--- config.mk ---
export PLATFORM = sky130hd
export DESIGN_NAME = game_controller
export DESIGN_NICKNAME = d
export VERILOG_FILES = /design/src/rtl/game_controller.sv
export SDC_FILE = /design/constraint.sdc
export NUM_CORES = 1
export LEC_CHECK = 0
export ABC_AREA = 1
export CORE_MARGIN = 2
export CORE_UTILIZATION = 57
export CTS_CLUSTER_DIAMETER = 150
export DETAILED_ROUTE_END_ITERATION = 10
export DONT_BUFFER_PORTS = 1
export GPL_ROUTABILITY_DRIVEN = 1
export HOLD_SLACK_MARGIN = 0.1
export PLACE_DENSITY = 0.85
export SYNTH_ARGS = -nofsm -noshare
export SYNTH_HDL_FRONTEND = slang
export SYNTH_SLANG_ARGS = --single-unit
--- constraint.sdc ---
create_clock -name clkIn -period 2 [get_ports clkIn]
set_input_delay 0.3 -clock clkIn [delete_from_list [all_inputs] [get_ports clkIn]]
set_output_delay 0.3 -clock clkIn [all_outputs]
set_load 0.01 [all_outputs]
--- src/rtl/game_controller.sv ---
// Game sequencer for the reaction game: IDLE -> READY -> PLAY -> OVER state machine,
// 1 Hz prescaler, countdown timer, scoring strobes and session high score.
module game_controller #(
    parameter int CLK_HZ        = 100000000,
    parameter int READY_SECONDS = 3,
    parameter int GAME_SECONDS  = 30
) (
    input  logic       clkIn,
    input  logic       reset,
    input  logic       start_btn,
    input  logic       hit_event,
    input  logic [5:0] score_in,
    output logic [1:0] state,
    output logic       gameStart,
    output logic       timer_expired,
    output logic       player_scored,
    output logic [5:0] time_left,
    output logic       game_active,
    output logic [5:0] high_score
);

    typedef enum logic [1:0] {
        IDLE  = 2'b00,
        READY = 2'b01,
        PLAY  = 2'b10,
        OVER  = 2'b11
    } state_t;

    localparam int            PW        = (CLK_HZ > 1) ? $clog2(CLK_HZ) : 1;
    localparam logic [PW-1:0] PRE_MAX   = PW'(CLK_HZ - 1);
    localparam logic [5:0]    READY_LEN = 6'(READY_SECONDS);
    localparam logic [5:0]    GAME_LEN  = 6'(GAME_SECONDS);

    state_t        cur_state, nxt_state;
    logic [PW-1:0] prescale, prescale_nxt;
    logic [5:0]    time_left_nxt, high_score_nxt;
    logic          game_start_nxt, expired_nxt, scored_nxt, active_nxt;
    logic          counting, tick;

    assign state    = cur_state;
    assign counting = (cur_state == READY) || (cur_state == PLAY);
    assign tick     = counting && (prescale == PRE_MAX);

    always_comb begin
        nxt_state      = cur_state;
        time_left_nxt  = time_left;
        high_score_nxt = high_score;
        game_start_nxt = 1'b0;
        expired_nxt    = 1'b0;
        scored_nxt     = hit_event && (cur_state == PLAY);
        case (cur_state)
            IDLE: begin
                if (start_btn) begin
                    nxt_state      = READY;
                    time_left_nxt  = READY_LEN;
                    game_start_nxt = 1'b1;
                end
            end
            READY: begin
                if (tick) begin
                    if (time_left == 6'd1) begin
                        nxt_state     = PLAY;
                        time_left_nxt = GAME_LEN;
                    end else begin
                        time_left_nxt = time_left - 6'd1;
                    end
                end
            end
            PLAY: begin
                if (tick) begin
                    if (time_left == 6'd1) begin
                        nxt_state     = OVER;
                        time_left_nxt = 6'd0;
                        expired_nxt   = 1'b1;
                    end else begin
                        time_left_nxt = time_left - 6'd1;
                    end
                end
            end
            OVER: begin
                // score_counter output lags the last hit, so keep sampling all through OVER
                if (score_in > high_score) high_score_nxt = score_in;
                if (start_btn) begin
                    nxt_state      = READY;
                    time_left_nxt  = READY_LEN;
                    game_start_nxt = 1'b1;
                end
            end
            default: begin
                nxt_state     = IDLE;
                time_left_nxt = 6'd0;
            end
        endcase

        active_nxt = (nxt_state == PLAY);

        // Each phase starts its seconds count from a clean zero
        if ((nxt_state != cur_state) || !counting || tick) prescale_nxt = '0;
        else                                                 prescale_nxt = prescale + PW'(1);
    end

    always_ff @(posedge clkIn) begin
        if (reset) begin
            cur_state     <= IDLE;
            prescale      <= '0;
            time_left     <= 6'd0;
            high_score    <= 6'd0;
            gameStart     <= 1'b0;
            timer_expired <= 1'b0;
            player_scored <= 1'b0;
            game_active   <= 1'b0;
        end else begin
            cur_state     <= nxt_state;
            prescale      <= prescale_nxt;
            time_left     <= time_left_nxt;
            high_score    <= high_score_nxt;
            gameStart     <= game_start_nxt;
            timer_expired <= expired_nxt;
            player_scored <= scored_nxt;
            game_active   <= active_nxt;
        end
    end

endmodule
Yosys cells after proc, flatten, opt, wreduce, memory -nomap -nowiden
Index checks and enable logic that the tools add are counted.
- register bits after elaboration: 45
- input bits: 10
- output and inout port bits: 18
- logic and storage cells: 51
- add/subtract/negate cells: 2
- $lt $le $gt $ge: 1
- equal/unequal tests: 10
- mux-type cells: 14
- bitwise gates (word level): 3
- reductions and logical operators: 13
- operators by type and width (cell ; number):
    6-bit 2-to-1 mux ; 5
    27-bit by 1-bit adder with 27-bit output, second input constant ; 1
    27-bit equality test, second input constant ; 1
    6-bit case mux with 3 select lines ; 1
    2-bit 2-to-1 mux ; 5
    2-bit equality test, second input constant ; 3
    6-bit by 1-bit equality test with 1-bit output, second input constant ; 1
    6-bit > comparator ; 1
    2-bit case mux with 3 select lines ; 1
    2-bit OR reduction ; 3
    6-bit by 1-bit subtractor with 6-bit output, second input constant ; 1
    2-bit inequality test, second input constant ; 2
    1-bit logical OR ; 3
    1-bit inverter ; 3
    3-bit AND reduction ; 1
    3-bit OR reduction ; 1
    2-bit by 1-bit equality test with 1-bit output, second input constant ; 1
    1-bit logical AND ; 2
    2-bit zero test ; 1
    1-bit 2-to-1 mux ; 2
    2-bit by 1-bit inequality test with 1-bit output, second input constant ; 1
    2-bit inequality test ; 1
    2-bit AND reduction ; 1
    1-bit zero test ; 1

Longest topological paths before layout
Gate-level depths: netlist of the first run.
- depth after elaboration: 9
- mapped depth: 14
- mapped depth without buffers: 13

Worst setup path before layout of the first run
Ideal clock, no wire load.
- path type: flip-flop to flip-flop
- from: register cur_state[0] (netlist: state[0])
- to: register prescale[20]
- arrival time: 1.889 ns
- data required time: 1.884 ns
- slack: -0.005 ns
- cell stages (with the launch flop): 14
- period minus slack after synthesis: 2.005 ns
- cell sequence: dfxtp_1 -> inv_1 -> ha_1 -> inv_1 -> nand2_1 -> nor2_1 -> nand2_1 -> nor2_1 -> nand3_1 -> a21oi_2 -> nand3_2 -> nand2_4 -> buf_12 -> nor2_1
- cells in the longest elaborated chain, start to end: 9
- elaborated cells on any way between the ends: 18
- RTL lines (element ; line ; source):
    start: declaration ; 34 ; state_t cur_state, nxt_state;
    start signal: assignment ; 113 ; cur_state <= nxt_state;
    2-bit by 1-bit equality test with 1-bit output or 2-bit equality test (tied branches) ; 41, 51 ;
    1-bit logical OR ; 41 ; assign counting = (cur_state == READY) || (cur_state == PLAY);
    1-bit logical AND ; 42 ; assign tick = counting && (prescale == PRE_MAX);
    2-bit 2-to-1 mux, on equally long branches ; 70, 60 ;
    2-bit case mux with 3 select lines ; 51 ; case (cur_state)
    2-bit inequality test ; 98 ; if ((nxt_state != cur_state) || !counting || tick) prescale_nxt = '0;
    1-bit logical OR ; 98 ;
    1-bit logical OR (*) ; 98 ;
    2-bit OR reduction (no source line) (*) ; -- ;
    end signal: assignment ; 114 ; prescale <= prescale_nxt;
    end: declaration ; 35 ; logic [PW-1:0] prescale, prescale_nxt;
Mark *: on every way between the ends. The rest lies on a longest branch, timed or not.
A chain may end at the register's enable or synchronous reset.

Worst setup path after layout of the first run
- from: register cur_state[0] (netlist: state[0])
- to: register prescale[26]
Same word-level chain as after synthesis.

==> results of run 1 <==
[critical path, delay by kind of cell, from the launching register on]
| kind | cells | cell delay [ns] |
|---|---|---|
| fa+ha+maj | 1 | 0.23 |
| buf+inv | 2 | 0.12 |
| simple gates | 8 | 1.01 |
| compound gates | 1 | 0.22 |
| flops | 1 | 0.34 |
[kinds of logic after synthesis]
kind of cell / synth area share
AO/OA/AOI/OAI: 0.0771
buffers and inverters: 0.100
flip-flops: 0.358
adder cells (fa/ha/maj): 0.0597
AND/OR/NAND/NOR: 0.314
XOR/XNOR: 0.0905
[layout make-up]
cell class / count / share of cell area
timing repair buffer: 13 / 0.0375
sequential: 45 / 0.314
clock buffer: 6 / 0.0287
clock inverter: 1 / 0.00261
inverter: 57 / 0.0745
tap: 52 / 0.0226
multi-input combinational: 251 / 0.520
[state kept, by name (all words and copies together) (netlist names)]
register	cells
player_scored	1
timer_expired	1
time_left	6
high_score	6
state	2
gameStart	1
prescale	27
game_active	1
[cells in the mapped netlist]
library cell,n
o31ai_1,1
a21oi_2,1
nand3_1,13
nand4_2,1
a21oi_1,16
nor2_2,13
and2_1,1
inv_1,56
nand4_1,6
xor2_1,20
inv_2,1
buf_6,1
o2111a_1,1
nor2_4,1
nor3b_2,1
nor2_1,56
buf_12,1
ha_1,12
o211ai_1,2
clkbuf_1,2
xnor2_1,6
nand3_2,1
dfxtp_1,45
nand2_2,3
nand3b_1,1
a31oi_1,1
nand2_4,1
nand2_1,64
nor3_2,1
nor4_1,1
nor3_1,10
o21ai_0,13
[timing repair]
action                     CTS  global route
hold endpoints to repair    10             0
setup endpoints to repair   21            37
gates cloned                 0             4
resized for setup            1            22
hold buffers                 1             0
buffers inserted             0             5
pin swaps                    0            11
[metal layers]
metal | track usage | wire length [um] | vias to the layer above
met1 | 0.271 | 2490 | 1113
met5 | 0 | 0 | -
met4 | 0.0641 | 125 | 0
li1 | - | - | 1146
met2 | 0.391 | 3070 | 110
met3 | 0.0519 | 542 | 19
[stage by stage]
stage / worst slack (ns) / setup TNS [ns] / hold slack [ns] / util
after floorplan: 0.0772 / 0 / 0.418 / -
after global placement: 0.0955 / 0 / 0.371 / 0.605
after detailed placement: -0.00819 / -0.0173 / 0.373 / 0.605
after CTS: 0.0398 / 0 / 0.108 / 0.630
after global routing: -0.144 / -3.40 / 0.106 / 0.669
final: -0.0243 / -0.117 / 0.0974 / 0.669
[how the worst max path moves through the flow]
stage          startpoint      endpoint  slack, ns  depth (start not counted)
2_1_floorplan    state[0]  prescale[20]       0.08                         13
3_3_place_gp     state[0]   prescale[3]        0.1                         12
3_5_place_dp     state[0]  prescale[23]     -0.008                         12
4_1_cts          state[0]  prescale[23]       0.04                         12
5_1_grt          state[0]  prescale[17]      -0.14                         12
6_report         state[0]  prescale[26]      -0.02                         12
[power breakdown]
group	total (mW)	leakage, nW	internal (mW)	switching (mW)
logic	0.319	0.680	0.120	0.199
registers	0.943	0.365	0.917	0.0263
clock network	0.582	0.0433	0.273	0.309
total	1.84	1.09	1.31	0.535
==> summary.txt, run 1 <==
GRT Overall Usage: 0.223
CTS buffer count: 5
Routed wire length: 6220 um
Endpoints failing hold: 0
Period utilisation layout: 1.01
Fmax achieved: 494 MHz
Dpl cell area: 2600 um2
Hold depth: 2
Synth area leader: dfxtp_1
Initial DRC count: 259
Register area share after synthesis: 0.358
Routability cong.: 0.873
Vias per cell: 5.62
Worst setup EP type: register
Setup crit start kind: register
N_diodes: 0
Syn. warnings: 0
Vias: 2,388
Synth cell types: 32
Post-Syn Area per Cell: 7.13 um2
Maximum VDD drop: 0.000391 V
Clk_skew: 0.0116 ns
Largest net degree at the start of global routing: 28
Clock Path Buffers: 2
Status: complete, but fails checks
I/O Buffers: 0
Crit-path max FO: 6
Post-synthesis cell area: 2520 um2
Worst reg-to-reg path cell count: 12
Core area: 4290 um2
Placed Cells: 408
Fill cell count: 344
Initial antenna violation count: 0
Setup slack after layout: -0.0243 ns
Sequential Area: 903 um2
Setup Crit Path Kind: reg2reg
Max-capacitance violation count: 0
Die H: 70.4 um
Layout cells sized above 1: 0.158
Drt pass-1 iters: 4
Gr ovfl total: 0
Layout Area Growth over Synthesis: 14.2%
Row Count: 24
First-pass GRT wire length: 8950 um
Worst EP arrival: 2.23 ns
Top cells by area, synth: dfxtp_1 (36%), nand2_1 (9.5%), inv_1 (8.4%)
FF-to-FF Start: state[0]
TritonCTS clock tree: built
Post-DP HPWL: 3750 um
CP max stage delay: 0.34 ns
Pins Over Slew Limit: 0
Boundary Pins: 28
Die area: 4960 um2
Reg-to-Reg End: prescale[26]
Die width: 70.4 um
Post-route ant nets: 0
Slowest CP cell: dfxtp_2
Tmin final: 2.02 ns
WHS Endpoint: player_scored
Starting Density: 0.586
Nets: 395
Hold crit path type: in2reg
Most frequent cells in the layout: nand2_1 (63), nor2_1 (55), inv_1 (53), dfxtp_1 (43), xor2_1 (20)
Total Power: 1.84 mW
Crit path required time: 2.20 ns
Synth Register Bits: 45
Vias in the first global route: 2,104
Root Buffer: clkbuf_8
Finished Cell Area: 2870 um2
Clk slew on worst S/H paths: 0.09 ns
Failing checks: setup timing
Register-to-Register Setup Slack: -0.02 ns
Pwr Density: 642 nW/um2
Post-route insts no fill: 425
CP Cell Sequence: inv_2 > ha_4 > inv_2 > nand2_2 > nor2_1 > nand2_1 > nor2_2 > nand3_2 > a21oi_4 > nand3_4 > nand2_4 > nor2_1
DRC violations left: 0
DR WL/cell: 14.6 um
Leak Pwr: 1.09 nW
Post-Syn Instances: 353
Max-slew headroom: 0.669
Final setup violation count: 10
Hold path start: hit_event
Later-pin clock latency in the skew report: 0.31 ns
Yosys top cell area share: 0.358
Multi-input logic area: 1490 um2
Mapped Nets: 375
H-Tree Depth: 2
CTS sink cnt: 45
Commonest non-fill, non-tap cell in the layout: nand2_1
Slew of the pin with the lowest slew margin: 0.491 ns
Note: power is estimated with default switching activity, not from simulation.
==> run 2, diff against run 1 <==
--- a/config.mk
+++ b/config.mk
@@ -5,15 +5,14 @@
 export SDC_FILE = /design/constraint.sdc
 export NUM_CORES = 1
 export LEC_CHECK = 0
-export ABC_AREA = 1
 export CORE_MARGIN = 2
-export CORE_UTILIZATION = 57
+export CORE_UTILIZATION = 56
 export CTS_CLUSTER_DIAMETER = 150
 export DETAILED_ROUTE_END_ITERATION = 10
 export DONT_BUFFER_PORTS = 1
 export GPL_ROUTABILITY_DRIVEN = 1
 export HOLD_SLACK_MARGIN = 0.1
-export PLACE_DENSITY = 0.85
+export PLACE_DENSITY = 0.84
 export SYNTH_ARGS = -nofsm -noshare
 export SYNTH_HDL_FRONTEND = slang
 export SYNTH_SLANG_ARGS = --single-unit
==> summary.txt, run 2 <==
Post-Syn Instances: 264 (was 353)
Status: finished clean (was complete, but fails checks)
Int Pwr: 1.44 mW (was 1.31 mW)
CTS sink cnt: 45 (unchanged)
Root Buffer: clkbuf_8 (unchanged)
Layout cells sized above 1: 0.123 (was 0.158)
Hold crit path type: in2reg (unchanged)
Starting Density: 0.581 (was 0.586)
Synth Register Bits: 45 (unchanged)
Worst setup EP type: register (unchanged)
Reg-to-Reg End: time_left[2] (was prescale[26])
Nets: 298 (was 395)
Hold depth: 2 (unchanged)
Leak Pwr: 0.945 nW (was 1.09 nW)
Routability cong.: 0.856 (was 0.873)
H-Tree Depth: 2 (unchanged)
Register-to-Register Setup Slack: 0.08 ns (was -0.02 ns)
Layout Area Growth over Synthesis: 12.6% (was 14.2%)
Synth async-reset ratio: 0 (unchanged)
GRT Overall Usage: 0.198 (was 0.223)
Top cells by count, synth: dfxtp_1 (45), nor2_1 (40), xnor2_1 (19) (was nand2_1 (64), inv_1 (56), nor2_1 (56))
Post-synthesis simple-gate area fraction: 0.289 (was 0.314)
Largest family of logic cells by synthesized area: simple AND/OR/NAND/NOR gates (unchanged)
CTS buffer count: 5 (unchanged)
DRC violations left: 0 (unchanged)
Crit path required time: 2.21 ns (was 2.20 ns)
Post-synthesis mux area share: 0.0258 (was 0)
Boundary Pins: 28 (unchanged)
Largest Register: prescale (unchanged)
I/O Buffers: 0 (unchanged)
Slew of the pin with the lowest slew margin: 0.397 ns (was 0.491 ns)
Later-pin clock latency in the skew report: 0.30 ns (was 0.31 ns)
Switching share of power: 0.250 (was 0.290)
Worst EP arrival: 2.13 ns (was 2.23 ns)
Main flop type after synthesis: dfxtp_1 (unchanged)
Comb power frac: 0.137 (was 0.173)
Routed wire length: 4470 um (was 6220 um)
Setup crit start kind: register (unchanged)
WHS Endpoint: gameStart (was player_scored)
Biggest regs: prescale x27, high_score x6, time_left x6 (unchanged)
Setup Crit Path Kind: reg2reg (unchanged)
Clock Power Share: 0.371 (was 0.316)
Max-capacitance violation count: 0 (unchanged)
Die area: 4680 um2 (was 4960 um2)
Pins Over Slew Limit: 0 (unchanged)
Hold path start: start_btn (was hit_event)
Psw: 479 uW (was 535 uW)
Yosys top cell area share: 0.388 (was 0.358)
Clock Path Buffers: 2 (unchanged)
Vias per cell: 5.61 (was 5.62)
First-pass GRT wire length: 6940 um (was 8950 um)
Clk slew on worst S/H paths: 0.09 ns (about the same)
Endpoints failing hold: 0 (unchanged)
Post-synth EDFFs: 0 (unchanged)
Final setup violation count: 0 (was 10)
Syn. warnings: 0 (unchanged)
Initial DRC count: 66 (was 259)
Pwr Density: 732 nW/um2 (was 642 nW/um2)
Core area: 4000 um2 (was 4290 um2)
Finished Cell Area: 2620 um2 (was 2870 um2)
FF-to-FF Start: state[0] (unchanged)
Post-route ant nets: 0 (unchanged)
Post-synthesis cell area: 2320 um2 (was 2520 um2)
DR WL/cell: 13.7 um (was 14.6 um)
Post-Syn Area per Cell: 8.81 um2 (was 7.13 um2)
Register area share after synthesis: 0.388 (was 0.358)
N_diodes: 0 (unchanged)
Mapped Nets: 286 (was 375)
Fmax achieved: 520 MHz (was 494 MHz)
Synth area leader: dfxtp_1 (unchanged)
Vias: 1,833 (was 2,388)
Sequential Power Share: 0.492 (was 0.511)
TritonCTS clock tree: built (unchanged)
Die width: 68.4 um (was 70.4 um)
Compound-Gate Fraction of Synth Area: 0.0867 (was 0.0771)
Post-DP HPWL: 3050 um (was 3750 um)
Gr ovfl total: 0 (unchanged)
Row Count: 23 (was 24)
Fill cell count: 325 (was 344)
Period utilisation layout: 0.962 (was 1.01)
Most common cell in the netlist: dfxtp_1 (was nand2_1)
Tmin final: 1.92 ns (was 2.02 ns)
Crit-path max FO: 5 (was 6)
Worst reg-to-reg path cell count: 8 (was 12)
Synth Area in XOR/XNOR: 0.0942 (was 0.0905)
Die H: 68.4 um (was 70.4 um)
Largest net degree at the start of global routing: 28 (unchanged)
Drt pass-1 iters: 4 (unchanged)
Maximum VDD drop: 0.000509 V (was 0.000391 V)
Adder-Cell Fraction of Synth Area: 0.0646 (was 0.0597)
Dpl cell area: 2460 um2 (was 2600 um2)
Most frequent cells in the layout: dfxtp_1 (43), nor2_1 (40), xnor2_1 (19), inv_1 (17), nand2_1 (17) (was nand2_1 (63), nor2_1 (55), inv_1 (53), dfxtp_1 (43), xor2_1 (20))
Clk_skew: 0.00945 ns (was 0.0116 ns)
Max reg flops: 27 (unchanged)
Final TNS setup: 0 ns (was -0.117 ns)
Initial antenna violation count: 0 (unchanged)
Max-slew headroom: 0.733 (was 0.669)
Commonest non-fill, non-tap cell in the layout: dfxtp_1 (was nand2_1)
Vias in the first global route: 1,676 (was 2,104)
Top cells by area, synth: dfxtp_1 (39%), xnor2_1 (7.2%), ha_1 (6.5%) (was dfxtp_1 (36%), nand2_1 (9.5%), inv_1 (8.4%))
Synth cell types: 41 (was 32)
run 2: changes by cell type in the layout (fill, tap and decap cells not counted), moves of 6 or more:
cell      before  now
a21oi_1       16    7
and4_1         0    6
inv_1         53   17
mux2i_1        0    6
nand2_1       63   17
nand2b_1       0   14
nor2_1        55   40
nor2_2        13    0
o21ai_0       12    1
xnor2_1        6   19
xor2_1        20    6
run 2: worst max path at each step:
| stage | start | to | slack (ns) | cells past startpoint |
|---|---|---|---|---|
| after detailed placement | state[0] | time_left[2] | -0.008 | 7 |
| after CTS | state[1] | prescale[4] | 0.07 | 8 |
| after floorplan | state[0] | time_left[5] | 0.03 | 7 |
| after global placement | state[0] | game_active | 0.02 | 7 |
| final | state[0] | time_left[2] | 0.08 | 8 |
| after global routing | state[0] | time_left[2] | -0.002 | 8 |
run 2: timing repair:
item,CTS,global route
hold buffers,1,0
cloned,0,0
resized for setup,1,1
pin swaps,3,2
hold endpoints to repair,7,0
setup endpoints to repair,15,4
buffers inserted,1,1
run 2: critical path: stages (launching register included):
cell and delay (ns):
dfxtp_4 0.35, inv_2 0.05, ha_4 0.25, nor4_4 0.20, nand4_4 0.20, o32ai_4 0.29, buf_4 0.19, a21oi_1 0.06
a211oi_1 0.25
run 2: power groups by stage:
stage | logic [mW] | registers (mW) | clock network (mW)
final | 0.263 | 0.944 | 0.711
after global routing | 0.288 | 0.946 | 0.755
after CTS | 0.252 | 0.943 | 0.724
after detailed placement | 0.242 | 0.964 | 0
after global placement | 0.236 | 0.963 | 0
after floorplan | 0.182 | 0.961 | 0
run 2: final cells by class:
class                           count  area, um2  area share
Timing Repair Buffer               14        120      0.0459
Inverter                           18       67.6      0.0258
Clock inverter                      1       30.0      0.0115
Sequential cell                    45        906       0.346
Tap cell                           50       62.6      0.0239
Clock buffer                        7       86.3      0.0330
Multi-Input combinational cell    192       1350       0.514
run 2: through the flow:
step | worst slack, ns | util | instances | hold slack (ns) | total power, mW
finish | 0.0756 | 0.655 | 327 | 0.113 | 1.92
global route | -0.00237 | 0.655 | 327 | 0.110 | 1.99
CTS | 0.0729 | 0.651 | 326 | 0.112 | 1.92
detailed placement | -0.00825 | 0.616 | 316 | 0.376 | 1.21
global placement | 0.0249 | 0.616 | 316 | 0.375 | 1.20
floorplan | 0.0252 | - | 264 | 0.421 | 1.14
run 2: cell families after synthesis:
logic type / Yosys count
AOI/OAI and AO/OA: 26
xor gates and xnor gates: 25
adders and majority gates: 12
buffers and inverters: 27
DFF: 45
muxes: 6
and+or+nand+nor: 123
run 2: metal layers:
metal | vias up | global-route usage | wire (um)
met5 | - | 0 | 0
met4 | 0 | 0.0650 | 56
met3 | 8 | 0.0543 | 178
met2 | 32 | 0.320 | 2140
met1 | 870 | 0.253 | 2090
li1 | 923 | - | -
==> run 3, diff against run 2 <==
--- a/config.mk
+++ b/config.mk
@@ -6,13 +6,14 @@
 export NUM_CORES = 1
 export LEC_CHECK = 0
 export CORE_MARGIN = 2
-export CORE_UTILIZATION = 56
+export CORE_UTILIZATION = 62
 export CTS_CLUSTER_DIAMETER = 150
 export DETAILED_ROUTE_END_ITERATION = 10
 export DONT_BUFFER_PORTS = 1
 export GPL_ROUTABILITY_DRIVEN = 1
 export HOLD_SLACK_MARGIN = 0.1
-export PLACE_DENSITY = 0.84
+export PLACE_DENSITY = 0.88
+export SKIP_LAST_GASP = 1
 export SYNTH_ARGS = -nofsm -noshare
 export SYNTH_HDL_FRONTEND = slang
 export SYNTH_SLANG_ARGS = --single-unit
==> constraint.sdc (replaced) <==
create_clock -name clkIn -period 1.8 [get_ports clkIn]
set_input_delay 0.27 -clock clkIn [delete_from_list [all_inputs] [get_ports clkIn]]
set_output_delay 0.27 -clock clkIn [all_outputs]
set_load 0.01 [all_outputs]
==> summary.txt, run 3 (synthesis results as in run 2) <==
Gr ovfl total: 0 (unchanged)
Setup crit start kind: register (unchanged)
Psw: 616 uW (was 479 uW)
H-Tree Depth: 2 (unchanged)
CP Depth: 8 (unchanged)
Period utilisation layout: 1.09 (was 0.962)
Max-slew headroom: 0.704 (was 0.733)
Endpoints failing hold: 0 (unchanged)
Register-to-Register Setup Slack: -0.16 ns (was 0.08 ns)
Later-pin clock latency in the skew report: 0.31 ns (was 0.30 ns)
Post-DP HPWL: 3310 um (was 3050 um)
Sequential Power Share: 0.438 (was 0.492)
Clk_skew: 0.00896 ns (was 0.00945 ns)
Leak Pwr: 1.11 nW (was 0.945 nW)
Most frequent cells in the layout: dfxtp_1 (42), buf_4 (30), nor2_4 (20), xnor2_1 (18), nor2_1 (18) (was dfxtp_1 (43), nor2_1 (40), xnor2_1 (19), inv_1 (17), nand2_1 (17))
Boundary Pins: 28 (unchanged)
Crit path required time: 2.00 ns (was 2.21 ns)
Tmin final: 1.96 ns (was 1.92 ns)
GRT Overall Usage: 0.245 (was 0.198)
Die width: 65.2 um (was 68.4 um)
Biggest regs: prescale x27, high_score x6, time_left x6 (unchanged)
Routability cong.: 0.886 (was 0.856)
Largest net degree at the start of global routing: 28 (unchanged)
Fmax achieved: 511 MHz (was 520 MHz)
Post-route ant nets: 0 (unchanged)
Pins Over Slew Limit: 0 (unchanged)
Layout cells sized above 1: 0.306 (was 0.123)
Switching share of power: 0.261 (was 0.250)
Worst reg-to-reg path cell count: 8 (unchanged)
First-pass GRT wire length: 8130 um (was 6940 um)
Clock Path Buffers: 2 (unchanged)
Root Buffer: clkbuf_8 (unchanged)
Crit-path max FO: 7 (was 5)
CTS buffer count: 5 (unchanged)
Crit-path leading delay family: compound AO/OA/AOI/OAI gates (unchanged)
Max-capacitance violation count: 0 (unchanged)
Core area: 3630 um2 (was 4000 um2)
Initial DRC count: 164 (was 66)
Post-route insts no fill: 349 (was 327)
Total Power: 2.36 mW (was 1.92 mW)
TritonCTS clock tree: built (unchanged)
RSZ-0062 raised after global routing: yes
Setup slack after layout: -0.156 ns (was 0.0756 ns)
Vias per cell: 5.97 (was 5.61)
Drt pass-1 iters: 4 (unchanged)
Slowest CP cell: dfxtp_4 (unchanged)
Max reg flops: 27 (unchanged)
Failing checks: setup timing
Comb power frac: 0.177 (was 0.137)
Starting Density: 0.640 (was 0.581)
Final setup violation count: 34 (was 0)
Setup Crit Path Kind: reg2reg (unchanged)
Nets: 322 (was 298)
Die area: 4260 um2 (was 4680 um2)
Initial antenna violation count: 0 (unchanged)
CP max stage delay: 0.36 ns (was 0.35 ns)
Row Count: 22 (was 23)
Worst EP arrival: 2.16 ns (was 2.13 ns)
Layout Area Growth over Synthesis: 32.7% (was 12.6%)
Placed Cells: 330 (was 316)
Clock Power Share: 0.385 (was 0.371)
I/O Buffers: 0 (unchanged)
Die H: 65.2 um (was 68.4 um)
Hold depth: 2 (unchanged)
Clk slew on worst S/H paths: 0.09 ns (about the same)
WP buf/inv: 2 (unchanged)
Pwr Density: 766 nW/um2 (was 732 nW/um2)
Slew of the pin with the lowest slew margin: 0.440 ns (was 0.397 ns)
Largest Register: prescale (unchanged)
CTS sink cnt: 45 (unchanged)
Hold crit path type: in2reg (unchanged)
Vias in the first global route: 1,819 (was 1,676)
Commonest non-fill, non-tap cell in the layout: dfxtp_1 (unchanged)
Routed wire length: 6530 um (was 4470 um)
DR WL/cell: 18.7 um (was 13.7 um)
CP Cell Sequence: inv_2 > ha_4 > nor4_4 > nand4_4 > o32ai_4 > buf_6 > nor2_1 > a211oi_1 (was inv_2 > ha_4 > nor4_4 > nand4_4 > o32ai_4 > buf_4 > a21oi_1 > a211oi_1)
Int Pwr: 1.75 mW (was 1.44 mW)
Maximum VDD drop: 0.000646 V (was 0.000509 V)
DRC violations left: 0 (unchanged)
Worst setup EP type: register (unchanged)
N_diodes: 0 (unchanged)
Status: complete, but fails checks (was finished clean)
Vias: 2,084 (was 1,833)
==> run 3: layout make-up <==
type / count / area (um2)
clock buffer: 5 / 68.8
clock inverter: 3 / 65.1
fill: 169 / 549
inverter: 18 / 67.6
multi-input combinational: 192 / 1570
sequential: 45 / 907
tap: 48 / 60.1
timing repair buffer: 38 / 349
==> run 3: worst paths after layout <==
path | startpoint | end
setup / recovery | state[0] | time_left[1]
hold / removal | score_in[3] | high_score[3]
setup reg to reg | state[0] | time_left[1]
hold reg to reg | prescale[0] | prescale[0]
==> run 3: timing repair <==
action                                 4_1_cts  5_1_grt
gates resized for setup                      4       57
endpoints found under the hold margin        7        0
gates cloned                                 0        3
pin swaps                                    3       17
buffers inserted                             1        5
setup endpoints to repair                   32       38
hold buffers                                 2        0
==> run 3: through the flow <==
step	hold slack, ns	TNS (ns)	instance area (um2)	utilization	setup WS (ns)
2_1_floorplan	0.391	-0.0823	2380	-	-0.0159
3_3_place_gp	0.342	0	2580	0.710	0.0184
3_5_place_dp	0.344	-1.76	2580	0.710	-0.0916
4_1_cts	0.112	-0.0530	2760	0.760	-0.0205
5_1_grt	0.110	-3.51	3080	0.849	-0.184
6_report	0.105	-1.91	3080	0.849	-0.156
==> run 3: layer usage <==
metal  vias to the layer above  track usage  routed length [um]
met4                         0       0.0859                 143
li1                        969            -                   -
met2                        88        0.440                3410
met3                        20       0.0685                 415
met1                      1007        0.275                2560
met5                         -            0                   0
==> run 3: power groups by stage <==
| stage | Clock (mW) | Combinational (mW) | Sequential [mW] |
|---|---|---|---|
| 2_1_floorplan | 0 | 0.207 | 1.07 |
| 3_3_place_gp | 0 | 0.283 | 1.06 |
| 3_5_place_dp | 0 | 0.299 | 1.06 |
| 4_1_cts | 0.903 | 0.319 | 1.03 |
| 5_1_grt | 0.961 | 0.447 | 1.04 |
| 6_report | 0.911 | 0.418 | 1.03 |
